### config.mk
export PLATFORM = sky130hd
export DESIGN_NAME = axi_depacketizer
export DESIGN_NICKNAME = d
export VERILOG_FILES = /design/src/rtl/axi_depacketizer.sv
export SDC_FILE = /design/constraint.sdc
export NUM_CORES = 1
export LEC_CHECK = 0
export ABC_CLOCK_PERIOD_IN_PS = 5100
export CAP_MARGIN = 20
export CORE_MARGIN = 8
export CORE_UTILIZATION = 45
export DETAILED_ROUTE_END_ITERATION = 10
export MAX_ROUTING_LAYER = met4
export PLACE_DENSITY = 0.7
export SYNTH_ARGS = -nofsm -noshare
export SYNTH_HDL_FRONTEND = slang
export SYNTH_SLANG_ARGS = --single-unit
### constraint.sdc
create_clock -name clk -period 5.1 [get_ports clk]
set_input_delay 0.51 -clock clk [delete_from_list [all_inputs] [get_ports clk]]
set_output_delay 0.51 -clock clk [all_outputs]
set_load 0.03 [all_outputs]
### src/rtl/axi_depacketizer.sv
// Receive-side frame parser: turns packetizer byte frames back into 32-bit
// channel-tagged samples and exports header/trailer fields as sideband registers.
module axi_depacketizer #(
  parameter int unsigned DATA_W = 32,
  parameter int unsigned USER_W = 8
) (
  input  logic              clk,
  input  logic              rst,
  input  logic [7:0]        s_tdata,
  input  logic              s_tvalid,
  output logic              s_tready,
  input  logic              s_tlast,
  output logic [DATA_W-1:0] m_tdata,
  output logic [USER_W-1:0] m_tuser,
  output logic              m_tvalid,
  input  logic              m_tready,
  output logic              m_tlast,
  output logic [31:0]       pkt_timestamp,
  output logic [7:0]        pkt_channel,
  output logic [7:0]        pkt_sample_cnt,
  output logic [15:0]       pkt_error_flags,
  output logic              pkt_done,
  output logic              pkt_err,
  output logic [1:0]        pkt_err_code
);

  typedef enum logic [2:0] {
    ST_HEADER, ST_TIMESTAMP, ST_CHNID, ST_SAMPLECOUNT,
    ST_PAYLOAD, ST_INFO, ST_DONE, ST_DROP
  } state_t;

  state_t              state_q, state_d;
  logic [1:0]          byte_idx_q, byte_idx_d;
  logic [31:0]         ts_sh_q, ts_sh_d;
  logic [23:0]         word_asm_q, word_asm_d;
  logic [7:0]          words_rx_q, words_rx_d;
  logic [15:0]         flags_sh_q, flags_sh_d;
  logic [DATA_W-1:0]   m_tdata_q, m_tdata_d;
  logic [USER_W-1:0]   m_tuser_q, m_tuser_d;
  logic                m_tvalid_q, m_tvalid_d;
  logic                m_tlast_q, m_tlast_d;
  logic [31:0]         pkt_timestamp_q, pkt_timestamp_d;
  logic [7:0]          pkt_channel_q, pkt_channel_d;
  logic [7:0]          pkt_sample_cnt_q, pkt_sample_cnt_d;
  logic [15:0]         pkt_error_flags_q, pkt_error_flags_d;
  logic                pkt_done_q, pkt_done_d;
  logic                pkt_err_q, pkt_err_d;
  logic [1:0]          pkt_err_code_q, pkt_err_code_d;

  logic       accept;
  logic       last_byte;
  logic [7:0] words_rx_inc;
  logic [7:0] hdr_exp;

  // Payload bytes only stall when the output word cannot drain this cycle.
  assign s_tready     = !rst && ((state_q != ST_PAYLOAD) || !m_tvalid_q || m_tready);
  assign accept       = s_tvalid && s_tready;
  assign last_byte    = (byte_idx_q == 2'd3);
  assign words_rx_inc = words_rx_q + 8'd1;

  always_comb begin
    case (byte_idx_q)
      2'd0:    hdr_exp = 8'h44;
      2'd1:    hdr_exp = 8'h51;
      2'd2:    hdr_exp = 8'h41;
      default: hdr_exp = 8'h30;
    endcase
  end

  always_comb begin
    state_d           = state_q;
    byte_idx_d        = byte_idx_q;
    ts_sh_d           = ts_sh_q;
    word_asm_d        = word_asm_q;
    words_rx_d        = words_rx_q;
    flags_sh_d        = flags_sh_q;
    m_tdata_d         = m_tdata_q;
    m_tuser_d         = m_tuser_q;
    m_tvalid_d        = m_tvalid_q && !m_tready;
    m_tlast_d         = m_tlast_q;
    pkt_timestamp_d   = pkt_timestamp_q;
    pkt_channel_d     = pkt_channel_q;
    pkt_sample_cnt_d  = pkt_sample_cnt_q;
    pkt_error_flags_d = pkt_error_flags_q;
    pkt_done_d        = 1'b0;
    pkt_err_d         = 1'b0;
    pkt_err_code_d    = pkt_err_code_q;

    if (accept) begin
      byte_idx_d = byte_idx_q + 2'd1;
      case (state_q)
        ST_HEADER: begin
          if (s_tdata != hdr_exp) begin
            pkt_err_d      = 1'b1;
            pkt_err_code_d = 2'd1;
            state_d        = s_tlast ? ST_HEADER : ST_DROP;
            byte_idx_d     = 2'd0;
          end else if (last_byte) begin
            state_d = ST_TIMESTAMP;
          end
        end
        ST_TIMESTAMP: begin
          ts_sh_d = {s_tdata, ts_sh_q[31:8]};
          if (last_byte) begin
            pkt_timestamp_d = {s_tdata, ts_sh_q[31:8]};
            state_d         = ST_CHNID;
          end
        end
        ST_CHNID: begin
          pkt_channel_d = s_tdata;
          state_d       = ST_SAMPLECOUNT;
        end
        ST_SAMPLECOUNT: begin
          pkt_sample_cnt_d = s_tdata;
          words_rx_d       = 8'd0;
          state_d          = ST_PAYLOAD;
        end
        ST_PAYLOAD: begin
          case (byte_idx_q)
            2'd0: word_asm_d[7:0]   = s_tdata;
            2'd1: word_asm_d[15:8]  = s_tdata;
            2'd2: word_asm_d[23:16] = s_tdata;
            default: begin
              m_tdata_d  = DATA_W'({s_tdata, word_asm_q});
              m_tuser_d  = USER_W'(pkt_channel_q);
              m_tvalid_d = 1'b1;
              m_tlast_d  = (words_rx_inc == pkt_sample_cnt_q);
              words_rx_d = words_rx_inc;
              if (words_rx_inc == pkt_sample_cnt_q) state_d = ST_INFO;
            end
          endcase
        end
        ST_INFO: begin
          if (byte_idx_q == 2'd0) flags_sh_d[7:0]  = s_tdata;
          if (byte_idx_q == 2'd1) flags_sh_d[15:8] = s_tdata;
          if (last_byte) state_d = ST_DONE;
        end
        ST_DONE: begin
          if (s_tlast && (s_tdata == 8'h00)) begin
            pkt_error_flags_d = flags_sh_q;
            pkt_done_d        = 1'b1;
            state_d           = ST_HEADER;
          end else begin
            pkt_err_d      = 1'b1;
            pkt_err_code_d = 2'd3;
            state_d        = s_tlast ? ST_HEADER : ST_DROP;
          end
        end
        default: begin
          if (s_tlast) state_d = ST_HEADER;
        end
      endcase

      // Truncated frame: anything already emitted stands, the rest is discarded.
      if (s_tlast && (state_q inside {ST_TIMESTAMP, ST_CHNID, ST_SAMPLECOUNT,
                                      ST_PAYLOAD, ST_INFO})) begin
        pkt_err_d      = 1'b1;
        pkt_err_code_d = 2'd2;
        state_d        = ST_HEADER;
      end
      if (state_d != state_q) byte_idx_d = 2'd0;
    end
  end

  always_ff @(posedge clk) begin
    if (rst) begin
      state_q           <= ST_HEADER;
      byte_idx_q        <= 2'd0;
      ts_sh_q           <= 32'd0;
      word_asm_q        <= 24'd0;
      words_rx_q        <= 8'd0;
      flags_sh_q        <= 16'd0;
      m_tdata_q         <= '0;
      m_tuser_q         <= '0;
      m_tvalid_q        <= 1'b0;
      m_tlast_q         <= 1'b0;
      pkt_timestamp_q   <= 32'd0;
      pkt_channel_q     <= 8'd0;
      pkt_sample_cnt_q  <= 8'd0;
      pkt_error_flags_q <= 16'd0;
      pkt_done_q        <= 1'b0;
      pkt_err_q         <= 1'b0;
      pkt_err_code_q    <= 2'd0;
    end else begin
      state_q           <= state_d;
      byte_idx_q        <= byte_idx_d;
      ts_sh_q           <= ts_sh_d;
      word_asm_q        <= word_asm_d;
      words_rx_q        <= words_rx_d;
      flags_sh_q        <= flags_sh_d;
      m_tdata_q         <= m_tdata_d;
      m_tuser_q         <= m_tuser_d;
      m_tvalid_q        <= m_tvalid_d;
      m_tlast_q         <= m_tlast_d;
      pkt_timestamp_q   <= pkt_timestamp_d;
      pkt_channel_q     <= pkt_channel_d;
      pkt_sample_cnt_q  <= pkt_sample_cnt_d;
      pkt_error_flags_q <= pkt_error_flags_d;
      pkt_done_q        <= pkt_done_d;
      pkt_err_q         <= pkt_err_d;
      pkt_err_code_q    <= pkt_err_code_d;
    end
  end

  assign m_tdata         = m_tdata_q;
  assign m_tuser         = m_tuser_q;
  assign m_tvalid        = m_tvalid_q;
  assign m_tlast         = m_tlast_q;
  assign pkt_timestamp   = pkt_timestamp_q;
  assign pkt_channel     = pkt_channel_q;
  assign pkt_sample_cnt  = pkt_sample_cnt_q;
  assign pkt_error_flags = pkt_error_flags_q;
  assign pkt_done        = pkt_done_q;
  assign pkt_err         = pkt_err_q;
  assign pkt_err_code    = pkt_err_code_q;

endmodule

==> reports/summary.json, run 1 <==
{
  "crit_family": {"value": "simple AND/OR/NAND/NOR gates"},
  "routed_wl": {"value": 19100, "unit": "µm"},
  "critPathMaxFanout": {"value": 52},
  "root_buffer": {"value": "clkbuf_16"},
  "grt_setup_unrepaired": {"value": "no"},
  "power.density_cell_area": {"value": 323, "unit": "nW/µm²"},
  "synth_xor_area_share": {"value": 1.82, "unit": "%"},
  "number_of_enable_flip_flop_cells_after_synthesis": {"value": 0},
  "worstPathArrival": {"value": 3460, "unit": "ps"},
  "critical_path.startpoint_type": {"value": "primary input"},
  "status": {"value": "finished, final reports clean"},
  "max_cap_violations": {"value": 0},
  "min_path_type": {"value": "register to register"},
  "buffer_ports.inserted": {"value": 123},
  "antenna-diode-count": {"value": 0},
  "static-leakage-power": {"value": 3.14, "unit": "nW"},
  "slew_violations": {"value": 0},
  "place_hpwl": {"value": 12200, "unit": "µm"},
  "finish.net_count": {"value": 971},
  "post_synthesis_cell_count": {"value": 870},
  "synth-seq-area-share": {"value": 51.9, "unit": "%"},
  "worstSetupPathType": {"value": "primary input to register"},
  "yosys-mux-area-fraction": {"value": 6.95, "unit": "%"},
  "start_util": {"value": 45.8, "unit": "%"},
  "cp_data_required_time": {"value": 5460, "unit": "ps"},
  "min_path_cells": {"value": 2},
  "dp_cells": {"value": 1150},
  "place.gp.congestion": {"value": 0.879},
  "postSynthNetCount": {"value": 888},
  "routed_via_density": {"value": 5.18},
  "synth_compound_area_share": {"value": 12.7, "unit": "%"},
  "synth_area": {"value": 7220, "unit": "µm²"},
  "critical-path-max-stage-delay": {"value": 930, "unit": "ps"},
  "grt_first_pass_wirelength": {"value": 29600, "unit": "µm"},
  "worst-slew-pin-transition": {"value": 978, "unit": "ps"},
  "setup_viol_count_final": {"value": 0},
  "die_h": {"value": 143, "unit": "µm"},
  "synth_area_leaders": {"value": "dfxtp_1 52%, nand2_1 12%, a21oi_1 9.4%"},
  "maximum_ir_drop_on_the_vdd_rail": {"value": 0.221, "unit": "mV"},
  "hold_path_end": {"value": "pkt_timestamp[2]$_SDFFE_PP0P_"},
  "asyncSetResetFlopFracSynth": {"value": 0, "unit": "%"},
  "dr.first_iter.drc_count": {"value": 481},
  "synth_simple_gate_area_share": {"value": 21.7, "unit": "%"},
  "period_share": {"value": 60.7, "unit": "%"},
  "place_worst_setup_slack": {"value": 1550, "unit": "ps"},
  "dominantRegCellSynth": {"value": "dfxtp_1"},
  "min_from": {"value": "ts_sh_q[10]$_SDFFE_PP0P_"},
  "clock_path_buffers": {"value": 2},
  "worst_path_max_delay_cell": {"value": "or3_2"},
  "synthDistinctLibCells": {"value": 48},
  "firstDrtPassIters": {"value": 5},
  "dominant_combinational_cell_family_by_area_after_synthesis": {"value": "simple AND/OR/NAND/NOR gates"},
  "fmax": {"value": 323, "unit": "MHz"},
  "detail_route.drc_violations": {"value": 0},
  "grt_antenna_before_repair": {"value": 0},
  "worstReg2RegStart": {"value": "state_q[0]$_SDFFE_PP0P_"},
  "yosys_register_bits": {"value": 187},
  "drive_above_1_share": {"value": 4.66, "unit": "%"},
  "die_w": {"value": 143, "unit": "µm"},
  "holdBufCountCts": {"value": 0},
  "critical_path_depth": {"value": 6},
  "yosys.area_share.adder": {"value": 0.867, "unit": "%"},
  "clock_insertion_delay_worst_skew": {"value": 440, "unit": "ps"},
  "r2r_setup_slack": {"value": 2180, "unit": "ps"},
  "dieArea": {"value": 20300, "unit": "µm²"},
  "utilization": {"value": 57.6, "unit": "%"},
  "tritoncts_clock_tree": {"value": "built"},
  "final_cells": {"value": 1182},
  "io_pins": {"value": 124},
  "clkTransAtPathRegs": {"value": 60, "unit": "ps"},
  "h-tree-depth": {"value": 4},
  "cp.buffers_inverters": {"value": 1},
  "rows": {"value": 46},
  "min_period": {"value": 3100, "unit": "ps"},
  "synth_top_area_share": {"value": 51.9, "unit": "%"},
  "groute.usage.overall": {"value": 19.1, "unit": "%"},
  "grt_max_degree": {"value": 94},
  "vias_in_the_first_global_route": {"value": 5533},
  "reg2reg_depth": {"value": 5},
  "detailroute.via_count": {"value": 6117},
  "critPathCaptureType": {"value": "register"},
  "cts-buffers-inserted": {"value": 17},
  "final.setup_skew": {"value": 12.7, "unit": "ps"},
  "fin_hold_ws": {"value": 449, "unit": "ps"},
  "slew-limit-headroom": {"value": 34.8, "unit": "%"},
  "layout_setup_ws": {"value": 2000, "unit": "ps"},
  "post_cts.resized_instances": {"value": 0},
  "crit-reg2reg-capture": {"value": "words_rx_q[3]$_SDFFE_PP0P_"},
  "final_antenna_net_count": {"value": 0},
  "hold_violations": {"value": 0},
  "post_synth.cell_area_avg": {"value": 8.29, "unit": "µm²"},
  "post_drt_wl_per_cell": {"value": 16.2, "unit": "µm"},
  "setup_total_negative_slack": {"value": 0, "unit": "ps"},
  "yosys.area.top_type": {"value": "dfxtp_1"},
  "overflow": {"value": 0},
  "area.growth.synth_to_final": {"value": 25.9, "unit": "%"},
  "crit_chain": {"value": "clkdlybuf4s50_1, nor2b_1, o31ai_4, or3_2, or4_1, a21oi_1"},
  "core_area": {"value": 15800, "unit": "µm²"},
  "synthesis.yosys.warnings": {"value": 0},
  "number_of_clock_sinks_seen_by_cts": {"value": 187},
  "cts.repair_timing.setup_buffer_count": {"value": 0}
}
per-layer routing:
layer  global-route usage [%]  vias up  routed length [µm]
met2                     28.3      165                8590
met1                     23.9     2865                8750
met5                        -        -                   0
li1                         -     3066                   -
met3                     6.54       21                1520
met4                     6.43        0                 281
area by class of cell:
class | instances | area [µm²]
repair buffers | 130 | 1280
inverters | 8 | 30.0
clock buffers | 22 | 464
multi-input cells | 609 | 3180
well taps | 216 | 270
flip-flops and latches | 187 | 3740
fillers | 1523 | 6680
clock inverters | 10 | 116
synthesized netlist by cell type, types with 2 or more instances:
master,instances
a21oi_1,136
a31o_2,2
a31oi_1,2
and3_1,2
buf_1,5
buf_2,9
buf_4,3
clkbuf_1,49
dfxtp_1,187
ha_1,5
inv_1,8
mux2i_1,49
nand2_1,230
nand2b_1,6
nand3_1,32
nand3b_1,3
nand4_1,5
nor2_1,66
nor2b_1,5
nor3_1,4
nor4_1,3
o211ai_1,4
o21ai_0,12
or3_1,5
or4_1,2
xnor2_1,9
xor2_1,6
worst max path at each step:
stage | start | endpoint | slack (ps)
detailed placement | s_tvalid | words_rx_q[3]$_SDFFE_PP0P_ | 1550
floorplan | byte_idx_q[0]$_SDFFE_PP0P_ | pkt_err_code[0]$_SDFFE_PP0P_ | 3010
finish | s_tvalid | words_rx_q[3]$_SDFFE_PP0P_ | 2000
global placement | s_tvalid | words_rx_q[3]$_SDFFE_PP0P_ | 1580
CTS | s_tvalid | words_rx_q[3]$_SDFFE_PP0P_ | 2000
global route | s_tvalid | words_rx_q[3]$_SDFFE_PP0P_ | 1820
where the power goes:
group	switching [mW]	internal (mW)	leakage, nW
registers	0.0148	1.47	1.51
logic	0.0984	0.0436	1.35
clock network	0.558	0.748	0.280
total	0.671	2.26	3.14
state kept, by name (all words and copies together) (netlist names):
name	flops
m_tdata	32
pkt_timestamp	32
ts_sh_q	24
word_asm_q	24
flags_sh_q	16
pkt_error_flags	16
m_tuser	8
pkt_channel	8
pkt_sample_cnt	8
words_rx_q	8
state_q	3
byte_idx_q	2
pkt_err_code	2
m_tlast	1
m_tvalid	1
pkt_done	1
pkt_err	1
kinds of logic after synthesis:
| family | count (synthesis) |
|---|---|
| AO/OA/AOI/OAI | 168 |
| XOR/XNOR | 15 |
| adder cells (fa/ha/maj) | 5 |
| buffers and inverters | 74 |
| flip-flops | 187 |
| multiplexers | 50 |
| AND/OR/NAND/NOR | 371 |
metrics by stage:
stage               power (mW)  instance area, µm²
global route              3.03                9090
CTS                       2.95                9090
global placement          1.66                8510
finish                    2.93                9090
detailed placement        1.66                8510
floorplan                 1.61                7220
tightest hold or removal path, delay by kind of cell, from the launching register on:
kind,cells,cell delay [ps]
AOI/OAI and AO/OA,1,50
and+or+nand+nor,1,50
DFF,1,310
cells in the final DEF, fill, tap and decap left out, types with 9 or more instances in the layout:
cell and instances:
nand2_1 230, dfxtp_1 187, a21oi_1 136, clkdlybuf4s50_1 122, nor2_1 66, mux2i_1 49, nand3_1 32, clkbuf_16 17
o21ai_0 12, xnor2_1 9
No activity file was read; power rests on OpenSTA's default activity.
==> run 2, diff against run 1 <==
--- a/config.mk
+++ b/config.mk
@@ -5,7 +5,7 @@
 export SDC_FILE = /design/constraint.sdc
 export NUM_CORES = 1
 export LEC_CHECK = 0
-export ABC_CLOCK_PERIOD_IN_PS = 5100
+export ABC_CLOCK_PERIOD_IN_PS = 2950
 export CAP_MARGIN = 20
 export CORE_MARGIN = 8
 export CORE_UTILIZATION = 45
==> constraint.sdc (replaced) <==
create_clock -name clk -period 2.95 [get_ports clk]
set_input_delay 0.295 -clock clk [delete_from_list [all_inputs] [get_ports clk]]
set_output_delay 0.295 -clock clk [all_outputs]
set_load 0.03 [all_outputs]
==> reports/summary.json, run 2 (synthesized netlist as in run 1, its figures left out) <==
{
  "static-leakage-power": {"value": 3.27, "unit": "nW", "change": "was 3.14 nW"},
  "place_hpwl": {"value": 12900, "unit": "µm", "change": "was 12200 µm"},
  "critPathMaxFanout": {"value": 12, "change": "was 52"},
  "crit_path_start": {"value": "state_q[2]$_SDFFE_PP0P_", "change": "was s_tvalid"},
  "routed-wl-met2": {"value": 8780, "unit": "µm", "change": "was 8590 µm"},
  "cp_data_required_time": {"value": 2650, "unit": "ps", "change": "was 5460 ps"},
  "buffer_ports.inserted": {"value": 123, "change": "unchanged"},
  "hold_violations": {"value": 0, "change": "unchanged"},
  "seq_power_share": {"value": 49.3, "unit": "%", "change": "was 50.6%"},
  "holdBufCountCts": {"value": 0, "change": "unchanged"},
  "slew_violations": {"value": 0, "change": "unchanged"},
  "worstPathArrival": {"value": 2240, "unit": "ps", "change": "was 3460 ps"},
  "wl_met1": {"value": 8820, "unit": "µm", "change": "was 8750 µm"},
  "grt_setup_unrepaired": {"value": "no", "change": "unchanged"},
  "root_buffer": {"value": "clkbuf_16", "change": "unchanged"},
  "overflow": {"value": 0, "change": "unchanged"},
  "internal-power": {"value": 4.08, "unit": "mW", "change": "was 2.26 mW"},
  "die_h": {"value": 143, "unit": "µm", "change": "unchanged"},
  "groute.usage.overall": {"value": 19.9, "unit": "%", "change": "was 19.1%"},
  "dieArea": {"value": 20300, "unit": "µm²", "change": "unchanged"},
  "vias_in_the_first_global_route": {"value": 5898, "change": "was 5533"},
  "clock_path_buffers": {"value": 2, "change": "unchanged"},
  "h-tree-depth": {"value": 4, "change": "unchanged"},
  "post_cts.resized_instances": {"value": 0, "change": "unchanged"},
  "place.gp.congestion": {"value": 0.924, "change": "was 0.879"},
  "r2r_setup_slack": {"value": 570, "unit": "ps", "change": "was 2180 ps"},
  "drive_above_1_share": {"value": 6.59, "unit": "%", "change": "was 4.66%"},
  "grt_max_degree": {"value": 98, "change": "was 94"},
  "start_util": {"value": 45.8, "unit": "%", "change": "unchanged"},
  "die_w": {"value": 143, "unit": "µm", "change": "unchanged"},
  "critPathCaptureType": {"value": "output pin", "change": "was register"},
  "final_cells": {"value": 1202, "change": "was 1182"},
  "slew-limit-headroom": {"value": 33.1, "unit": "%", "change": "was 34.8%"},
  "number_of_clock_sinks_seen_by_cts": {"value": 187, "change": "unchanged"},
  "finish.net_count": {"value": 994, "change": "was 971"},
  "topRoutingLayerUsed": {"value": "met4", "change": "unchanged"},
  "min_from": {"value": "rst", "change": "was ts_sh_q[10]$_SDFFE_PP0P_"},
  "dr.first_iter.drc_count": {"value": 454, "change": "was 481"},
  "filler_cell_count": {"value": 1457, "change": "was 1523"},
  "status": {"value": "finished, final reports clean", "change": "unchanged"},
  "reg2reg_depth": {"value": 8, "change": "was 5"},
  "critical_path.startpoint_type": {"value": "register", "change": "was primary input"},
  "setup_total_negative_slack": {"value": 0, "unit": "ps", "change": "unchanged"},
  "detailroute.via_count": {"value": 6187, "change": "was 6117"},
  "power.density_cell_area": {"value": 560, "unit": "nW/µm²", "change": "was 323 nW/µm²"},
  "period_share": {"value": 86.0, "unit": "%"},
  "grt_first_pass_wirelength": {"value": 31100, "unit": "µm", "change": "was 29600 µm"},
  "core_area": {"value": 15800, "unit": "µm²", "change": "unchanged"},
  "post_drt_wl_per_cell": {"value": 16.2, "unit": "µm", "change": "about the same"},
  "detail_route.drc_violations": {"value": 0, "change": "unchanged"},
  "grt_antenna_before_repair": {"value": 0, "change": "unchanged"},
  "clkTransAtPathRegs": {"value": 70, "unit": "ps", "change": "was 60 ps"},
  "switching_share": {"value": 21.5, "unit": "%", "change": "was 22.9%"},
  "min_path_cells": {"value": 5, "change": "was 2"},
  "final_cell_mix": {"value": "230 x nand2_1, 187 x dfxtp_1, 136 x a21oi_1", "change": "unchanged"},
  "cts.repair_timing.setup_buffer_count": {"value": 0, "change": "unchanged"},
  "setup_viol_count_final": {"value": 0, "change": "unchanged"},
  "dp_cells": {"value": 1173, "change": "was 1150"},
  "min_path_type": {"value": "primary input to register", "change": "was register to register"},
  "firstDrtPassIters": {"value": 4, "change": "was 5"},
  "min_period": {"value": 2540, "unit": "ps"},
  "routed_via_density": {"value": 5.15, "change": "was 5.18"},
  "rows": {"value": 46, "change": "unchanged"},
  "comb_power_share": {"value": 5.2, "unit": "%", "change": "was 4.8%"},
  "wl_met3": {"value": 1590, "unit": "µm", "change": "was 1520 µm"},
  "fmax": {"value": 394, "unit": "MHz"},
  "worstReg2RegStart": {"value": "byte_idx_q[1]$_SDFFE_PP0P_", "change": "was state_q[0]$_SDFFE_PP0P_"},
  "tritoncts_clock_tree": {"value": "built", "change": "unchanged"},
  "max_cap_violations": {"value": 0, "change": "unchanged"},
  "power.switching": {"value": 1.12, "unit": "mW", "change": "was 0.671 mW"},
  "final_antenna_net_count": {"value": 0, "change": "unchanged"},
  "area.growth.synth_to_final": {"value": 28.7, "unit": "%", "change": "was 25.9%"},
  "hold_path_end": {"value": "state_q[0]$_SDFFE_PP0P_", "change": "was pkt_timestamp[2]$_SDFFE_PP0P_"},
  "p_clk_share": {"value": 45.4, "unit": "%", "change": "was 44.5%"},
  "crit-reg2reg-capture": {"value": "pkt_err_code[0]$_SDFFE_PP0P_", "change": "was words_rx_q[3]$_SDFFE_PP0P_"},
  "cts-buffers-inserted": {"value": 17, "change": "unchanged"},
  "routed_wl": {"value": 19500, "unit": "µm", "change": "was 19100 µm"},
  "clock_insertion_delay_worst_skew": {"value": 420, "unit": "ps", "change": "was 440 ps"},
  "antenna-diode-count": {"value": 0, "change": "unchanged"},
  "worst-slew-pin-transition": {"value": 1000, "unit": "ps", "change": "was 978 ps"},
  "io_pins": {"value": 124, "change": "unchanged"},
  "worstSetupPathType": {"value": "register to output pin", "change": "was primary input to register"},
  "maximum_ir_drop_on_the_vdd_rail": {"value": 0.440, "unit": "mV", "change": "was 0.221 mV"},
  "layout.cells.most_common": {"value": "nand2_1", "change": "unchanged"},
  "final.setup_skew": {"value": 6.58, "unit": "ps", "change": "was 12.7 ps"}
}
run 2: changes by cell type in the layout (fill, tap and decap cells not counted):
cell / change
buf_4: +23
bufinv_16: +2
clkinv_2: -2
clkinv_4: -1
clkinvlp_4: -1
inv_6: -1
run 2: power by group through the flow:
| stage | clock (mW) | combinational [mW] | sequential, mW |
|---|---|---|---|
| 6_report | 2.36 | 0.273 | 2.56 |
| 5_1_grt | 2.50 | 0.295 | 2.57 |
| 4_1_cts | 2.41 | 0.272 | 2.56 |
| 3_5_place_dp | 0 | 0.270 | 2.62 |
| 3_3_place_gp | 0 | 0.271 | 2.62 |
| 2_1_floorplan | 0 | 0.162 | 2.62 |
run 2: layout make-up:
type                    count  area [µm²]  area share (%)
clock inverters             7         141            1.52
repair buffers            153        1460            15.7
well taps                 216         270            2.91
flip-flops and latches    187        3740            40.3
multi-input cells         609        3180            34.2
clock buffers              22         464            5.00
inverters                   8        30.0           0.323
run 2: how the worst max path moves through the flow:
stage | to | slack [ps]
detailed placement | words_rx_q[7]$_SDFFE_PP0P_ | 420
floorplan | pkt_err_code[0]$_SDFFE_PP0P_ | 860
global route | s_tready | 270
finish | s_tready | 410
global placement | words_rx_q[7]$_SDFFE_PP0P_ | 430
CTS | s_tready | 410
run 2: critical path, stage by stage, from the launching register on:
cell             delay (ps)
dfxtp_1                 580
nand2b_1                200
buf_4                   210
nor3_1                  180
nor2_1                   60
clkdlybuf4s50_1         590
run 2: through the flow:
step	hold WS, ps	setup slack [ps]	power [mW]	cell area (µm²)	util [%]
after CTS	345	408	5.24	9290	58.9
after floorplan	387	861	2.78	7220	-
after global routing	369	267	5.36	9290	58.9
after detailed placement	445	416	2.89	8680	55.0
after global placement	441	428	2.89	8680	55.0
final	361	413	5.20	9290	58.9
run 2: metal layers:
metal,vias to the layer above,track usage [%]
met1,2887,24.2
li1,3108,-
met3,26,7.18
met2,166,30.4
met4,0,5.59
met5,-,-
